<file path="src/rtl/instr_mem_loader_if.sv">
// Byte-stream load port and instruction-memory write port of instr_mem_loader.
interface instr_mem_loader_if #(
    parameter int DATA_WIDTH = 39,
    parameter int ADDR_WIDTH = 6
);
    logic                  start;
    logic [ADDR_WIDTH:0]   len;
    logic [7:0]            byte_in;
    logic                  byte_valid;
    logic                  byte_ready;
    logic                  we;
    logic [ADDR_WIDTH-1:0] addr;
    logic [DATA_WIDTH-1:0] data;
    logic                  busy;
    logic                  done;
    logic                  checksum_err;

    // A byte transfers on a rising edge where byte_valid and byte_ready are
    // both 1; byte_in must be stable while byte_valid is high, and byte_ready
    // never depends combinationally on byte_valid.
    modport master (
        output start, len, byte_in, byte_valid,
        input  byte_ready, we, addr, data, busy, done, checksum_err
    );

    modport slave (
        input  start, len, byte_in, byte_valid,
        output byte_ready, we, addr, data, busy, done, checksum_err
    );
endinterface

</file>
<file path="src/rtl/instr_mem_loader.sv">
// Assembles LSB-first byte stream into instruction words and writes them from address 0.
// Optional XOR checksum trailer word enabled by macro LOADER_CHECKSUM_EN.
module instr_mem_loader #(
    parameter int DATA_WIDTH = 39,
    parameter int ADDR_WIDTH = 6
) (
    input  logic               Clk,
    input  logic               Reset,
    instr_mem_loader_if.slave  bus,
    output logic [2:0]         dbg_state
);
    localparam int NBYTES  = (DATA_WIDTH + 7) / 8;
    localparam int SHIFT_W = (NBYTES - 1) * 8;
    localparam int CNT_W   = $clog2(NBYTES);
    localparam int LEN_W   = ADDR_WIDTH + 1;
    localparam logic [CNT_W-1:0] LAST_BYTE = CNT_W'(NBYTES - 1);
    localparam logic [LEN_W-1:0] MAX_LEN   = {1'b1, {ADDR_WIDTH{1'b0}}};

    typedef enum logic [2:0] {
        S_IDLE  = 3'd0,
        S_RECV  = 3'd1,
        S_WRITE = 3'd2,
`ifdef LOADER_CHECKSUM_EN
        S_CHECK = 3'd4,
`endif
        S_DONE  = 3'd3
    } state_t;

    state_t                state;
    logic [SHIFT_W-1:0]    word_buf;
    logic [CNT_W-1:0]      byte_cnt;
    logic [LEN_W-1:0]      words_left;
    logic                  byte_ready_r;
    logic                  we_r;
    logic                  busy_r;
    logic                  done_r;
    logic [ADDR_WIDTH-1:0] addr_r;
    logic [DATA_WIDTH-1:0] data_r;

    logic                  byte_fire;
    logic                  last_byte;
    logic [DATA_WIDTH-1:0] next_word;

    assign byte_fire = bus.byte_valid & byte_ready_r;
    assign last_byte = (byte_cnt == LAST_BYTE);
    // Earlier bytes sit below the incoming one; bits past DATA_WIDTH are dropped.
    assign next_word = DATA_WIDTH'({bus.byte_in, word_buf});

`ifdef LOADER_CHECKSUM_EN
    logic [DATA_WIDTH-1:0] csum;
    logic                  csum_err_r;
    assign bus.checksum_err = csum_err_r;
`else
    assign bus.checksum_err = 1'b0;
`endif

    assign bus.byte_ready = byte_ready_r;
    assign bus.we         = we_r;
    assign bus.addr       = addr_r;
    assign bus.data       = data_r;
    assign bus.busy       = busy_r;
    assign bus.done       = done_r;
    assign dbg_state      = state;

    always_ff @(posedge Clk) begin
        if (Reset) begin
            state        <= S_IDLE;
            word_buf     <= '0;
            byte_cnt     <= '0;
            words_left   <= '0;
            byte_ready_r <= 1'b0;
            we_r         <= 1'b0;
            busy_r       <= 1'b0;
            done_r       <= 1'b0;
            addr_r       <= '0;
            data_r       <= '0;
`ifdef LOADER_CHECKSUM_EN
            csum         <= '0;
            csum_err_r   <= 1'b0;
`endif
        end else begin
            we_r   <= 1'b0;
            done_r <= 1'b0;

            // Byte collection is shared by RECV and CHECK; ready is only high there.
            if (byte_fire) begin
                if (last_byte) begin
                    byte_cnt <= '0;
                end else begin
                    byte_cnt <= byte_cnt + CNT_W'(1);
                    word_buf <= {bus.byte_in, word_buf[SHIFT_W-1:8]};
                end
            end

            case (state)
                S_IDLE: begin
                    if (bus.start) begin
                        busy_r   <= 1'b1;
                        byte_cnt <= '0;
`ifdef LOADER_CHECKSUM_EN
                        csum       <= '0;
                        csum_err_r <= 1'b0;
`endif
                        if (bus.len == '0) begin
                            state <= S_DONE;
                        end else begin
                            addr_r       <= '0;
                            words_left   <= (bus.len > MAX_LEN) ? MAX_LEN : bus.len;
                            byte_ready_r <= 1'b1;
                            state        <= S_RECV;
                        end
                    end
                end
                S_RECV: begin
                    if (byte_fire && last_byte) begin
                        data_r       <= next_word;
                        we_r         <= 1'b1;
                        byte_ready_r <= 1'b0;
                        state        <= S_WRITE;
                    end
                end
                S_WRITE: begin
                    addr_r     <= addr_r + ADDR_WIDTH'(1);
                    words_left <= words_left - LEN_W'(1);
`ifdef LOADER_CHECKSUM_EN
                    csum <= csum ^ data_r;
`endif
                    if (words_left == LEN_W'(1)) begin
`ifdef LOADER_CHECKSUM_EN
                        byte_ready_r <= 1'b1;
                        state        <= S_CHECK;
`else
                        state <= S_DONE;
`endif
                    end else begin
                        byte_ready_r <= 1'b1;
                        state        <= S_RECV;
                    end
                end
`ifdef LOADER_CHECKSUM_EN
                S_CHECK: begin
                    // Trailer word is compared, never written to memory.
                    if (byte_fire && last_byte) begin
                        csum_err_r   <= (next_word != csum);
                        byte_ready_r <= 1'b0;
                        state        <= S_DONE;
                    end
                end
`endif
                S_DONE: begin
                    done_r <= 1'b1;
                    busy_r <= 1'b0;
                    state  <= S_IDLE;
                end
                default: state <= S_IDLE;
            endcase
        end
    end
endmodule

</file>
<file path="src/flat_wrapper.sv">
// flat-port wrapper written by rule: the top's interface ports become plain ports
module instr_mem_loader_flat 
#(
    parameter int DATA_WIDTH = 39,
    parameter int ADDR_WIDTH = 6
)
  (Clk, Reset, dbg_state, bus_start, bus_len, bus_byte_in, bus_byte_valid, bus_byte_ready, bus_we, bus_addr, bus_data, bus_busy, bus_done, bus_checksum_err);
  instr_mem_loader_if #(.DATA_WIDTH(DATA_WIDTH), .ADDR_WIDTH(ADDR_WIDTH)) bus_i ();
  input  logic Clk;
  input  logic Reset;
  output logic [2:0] dbg_state;
  input wire logic [$bits(bus_i.start)-1:0] bus_start;
  input wire logic [$bits(bus_i.len)-1:0] bus_len;
  input wire logic [$bits(bus_i.byte_in)-1:0] bus_byte_in;
  input wire logic [$bits(bus_i.byte_valid)-1:0] bus_byte_valid;
  output wire logic [$bits(bus_i.byte_ready)-1:0] bus_byte_ready;
  output wire logic [$bits(bus_i.we)-1:0] bus_we;
  output wire logic [$bits(bus_i.addr)-1:0] bus_addr;
  output wire logic [$bits(bus_i.data)-1:0] bus_data;
  output wire logic [$bits(bus_i.busy)-1:0] bus_busy;
  output wire logic [$bits(bus_i.done)-1:0] bus_done;
  output wire logic [$bits(bus_i.checksum_err)-1:0] bus_checksum_err;
  assign bus_i.start = bus_start;
  assign bus_i.len = bus_len;
  assign bus_i.byte_in = bus_byte_in;
  assign bus_i.byte_valid = bus_byte_valid;
  assign bus_byte_ready = bus_i.byte_ready;
  assign bus_we = bus_i.we;
  assign bus_addr = bus_i.addr;
  assign bus_data = bus_i.data;
  assign bus_busy = bus_i.busy;
  assign bus_done = bus_i.done;
  assign bus_checksum_err = bus_i.checksum_err;
  instr_mem_loader #(.DATA_WIDTH(DATA_WIDTH), .ADDR_WIDTH(ADDR_WIDTH)) u_core (.Clk(Clk), .Reset(Reset), .bus(bus_i), .dbg_state(dbg_state));
endmodule
</file>
<file path="config.mk">
export PLATFORM = sky130hd
export DESIGN_NAME = instr_mem_loader_flat
export DESIGN_NICKNAME = d
export VERILOG_FILES = /design/src/rtl/instr_mem_loader_if.sv /design/src/rtl/instr_mem_loader.sv /design/src/flat_wrapper.sv
export SDC_FILE = /design/constraint.sdc
export NUM_CORES = 1
export LEC_CHECK = 0
export ABC_AREA = 1
export BUFFER_PORTS_ARGS = -buffer_cell sky130_fd_sc_hd__buf_4
export CORE_ASPECT_RATIO = 1.1
export CORE_UTILIZATION = 25
export CTS_CLUSTER_SIZE = 14
export DETAILED_ROUTE_END_ITERATION = 10
export RECOVER_POWER = 50
export SETUP_SLACK_MARGIN = 0.15
export SYNTH_ARGS = -nofsm -noshare
export SYNTH_HDL_FRONTEND = slang
export SYNTH_SLANG_ARGS = --single-unit
</file>
<file path="constraint.sdc">
create_clock -name Clk -period 4.09 [get_ports Clk]
set_clock_uncertainty 0.1 [all_clocks]
set_input_delay 0.409 -clock Clk [delete_from_list [all_inputs] [get_ports Clk]]
set_output_delay 0.409 -clock Clk [all_outputs]
set_load 0.005 [all_outputs]
</file>
==> reports/results.ini <==
[outcome]
status = complete, but fails checks
violations = max-capacitance violations, max-slew violations

[detailed_routing]
wl_met3_um = 314
routed_wl_um = 8550
drc_errors = 0
highest_layer = met4
wire_per_inst_um = 11.6
postRouteAntennaNets = 0
met1_length_um = 4290
vias_per_cell = 4.29
vias = 3174
route.met2.wl_um = 3830
firstDrtPassIters = 4
drt-initial-drc-count = 249

[global_routing]
grt_pass1_vias = 2827
antenna_found_initial = 0
grt_overflow = 0
grt_pass1_wl_um = 14000
grtUsageTotal_pct = 11.6
grt_max_degree = 80

[layout]
seq_area_um2 = 1860
multi_input_area_um2 = 1580
mostFrequentLayoutCell = nor2_1
final_cell_mix = nor2_1 (168), dfxtp_1 (93), o21ai_0 (74), clkbuf_4 (42), nand2_1 (36)
final_layout_size_suffix_gt1_share_pct = 16.1
antennaDiodeCount = 0
area_growth_pct = 24.0
n_fill_cell = 1569
num-nets-final = 567

[floorplan]
io_pins = 72
num_rows = 46
start_util_pct = 25.6
die_h_um = 129
die_area_um2 = 15200
fp.dieW_um = 118
coreArea_um2 = 14400

[setup_path]
reg2reg_setup_slack_ns = 1.88
worstPathCellList = clkbuf_1 > inv_1 > nand2_1 > a211oi_1
path_class = in -> reg
cp_top_family = buffers and inverters
critPathLaunchType = input pin
critPathBufInv = 2
end_kind = flip-flop
crit_fanout = 79
slowest_delay_ns = 1.40
worst_ep_required_time_ns = 4.24
crit_arrival_ns = 2.74
crit_slowest_cell = inv_1

[yosys]
synthTopCellsByArea = dfxtp_1 (51%), nor2_1 (17%), o21ai_0 (10%)
synth_top_cell_area_share_pct = 50.6
synth.cell_area_um2 = 3680
yosysSeqAreaShare_pct = 50.6
yosysUniqueCellTypes = 28
ys_ff_latch = 93
synthCells = 489
syn_area_per_cell_um2 = 7.52
yosysTopAreaCell = dfxtp_1
ys.warnings.count = 0

[power]
powerDensity_nw_per_um2 = 446
leakage_uw = 0.00196
ir_worst_vdd_mv = 0.185
fin_total_pwr_uw = 2040

[cts]
cts_made_buffers = 9
cts.clk_slew.worst_paths_ns = 0.06
cts.sinks = 93
tritoncts = done
clk_path_buf_depth = 2
holdBufCountCts = 0
htree_levels = 3
cts_setup_buffers = 0
root_buffer = clkbuf_16
cts_resized = 0
clk_latency_ns = 0.34

[sta]
setup-tns-final_ns = 0
slew_headroom_pct = -22.3
slew_viol_final = 80
hold_ws_ns = 0.206
rsz0062_at_grt = no
min_period_over_period_pct = 63.2
worst_slew_pin_slew_ns = 1.83
fmax_mhz = 387
hold_viol = 0
finalCriticalPeriod_ns = 2.59
setup_viol = 0

[worst_hold_path]
hp-class = in -> reg

[placed_design]
gp_congestion = 0.783
hpwl_um = 5700
io_buffers = 69

[flow_run]
drv_cap = 1

-- report_power, final --
group | total [uW] | switching, uW | internal, uW
sequential | 983 | 35.4 | 948
clock | 860 | 353 | 507
combinational | 193 | 121 | 72.2
total | 2040 | 509 | 1530
-- stage by stage --
stage          instances  util [%]  instance area [um^2]  setup WS, ns
6_report             739      31.7                  4560          1.50
4_1_cts              739      32.0                  4600          1.88
3_5_place_dp         724      29.8                  4290          1.90
2_1_floorplan        490         -                  3680          2.68
5_1_grt              739      31.7                  4560          1.18
3_3_place_gp         724      29.8                  4290          1.91
-- sequential cells by signal (all words and copies together), names as in the netlist --
name                   cells
u_core.bus.byte_ready      1
u_core.bus.done            1
u_core.word_buf           32
u_core.dbg_state           2
u_core.bus.busy            1
u_core.bus.data           39
u_core.words_left          7
u_core.byte_cnt            3
u_core.bus.we              1
u_core.bus.addr            6
-- tightest hold or removal path, delay by kind of cell --
kind	cells	cell delay [ns]
buffers and inverters	1	0.09
and+or+nand+nor	2	0.12
-- Yosys cell counts, drive strengths merged --
| cell | n |
|---|---|
| xor2 | 2 |
| conb | 1 |
| nand3 | 18 |
| buf | 12 |
| a211oi | 1 |
| nand2 | 39 |
| nand4 | 5 |
| inv | 25 |
| nor2 | 171 |
| or2 | 1 |
| dfxtp | 93 |
| ha | 5 |
| clkbuf | 15 |
| o21ai | 78 |
| a21oi | 16 |
| a21o | 1 |
| o21bai | 2 |
| nor3 | 1 |
| a22oi | 3 |
-- logic make-up after synthesis --
| kind of cell | after synthesis | synth area share [%] |
|---|---|---|
| buffers and inverters | 52 | 6.53 |
| adders and majority gates | 5 | 1.70 |
| other | 1 | 0.102 |
| xor gates and xnor gates | 2 | 0.476 |
| DFF | 93 | 50.6 |
| and+or+nand+nor | 235 | 26.1 |
| AOI/OAI and AO/OA | 101 | 14.4 |
-- final timing paths --
kind,cells after the start,to,startpoint
worst min-delay path,3,u_core.word_buf[28]$_SDFFE_PP0P_,bus_byte_in[4]
worst max-delay path,4,u_core.byte_cnt[0]$_SDFF_PP0_,Reset
worst max register to register,8,u_core.word_buf[21]$_SDFFE_PP0P_,u_core.byte_cnt[0]$_SDFF_PP0_
worst min register to register,2,u_core.bus.data[7]$_SDFFE_PP0P_,u_core.bus.data[7]$_SDFFE_PP0P_
-- final cells by class --
class | instances | area share [%]
Sequential cell | 93 | 40.8
Multi-Input combinational cell | 345 | 34.6
Timing Repair Buffer | 69 | 10.5
Clock buffer | 11 | 5.54
Tap cell | 192 | 5.27
Inverter | 25 | 2.06
Clock inverter | 4 | 1.21
-- metal layers --
| layer | global-route usage [%] | up-vias |
|---|---|---|
| met1 | 14.7 | 1421 |
| met5 | 0 | - |
| met4 | 5.43 | 0 |
| li1 | - | 1683 |
| met2 | 18.2 | 61 |
| met3 | 3.39 | 9 |
Power figures use the tool's default switching activity.
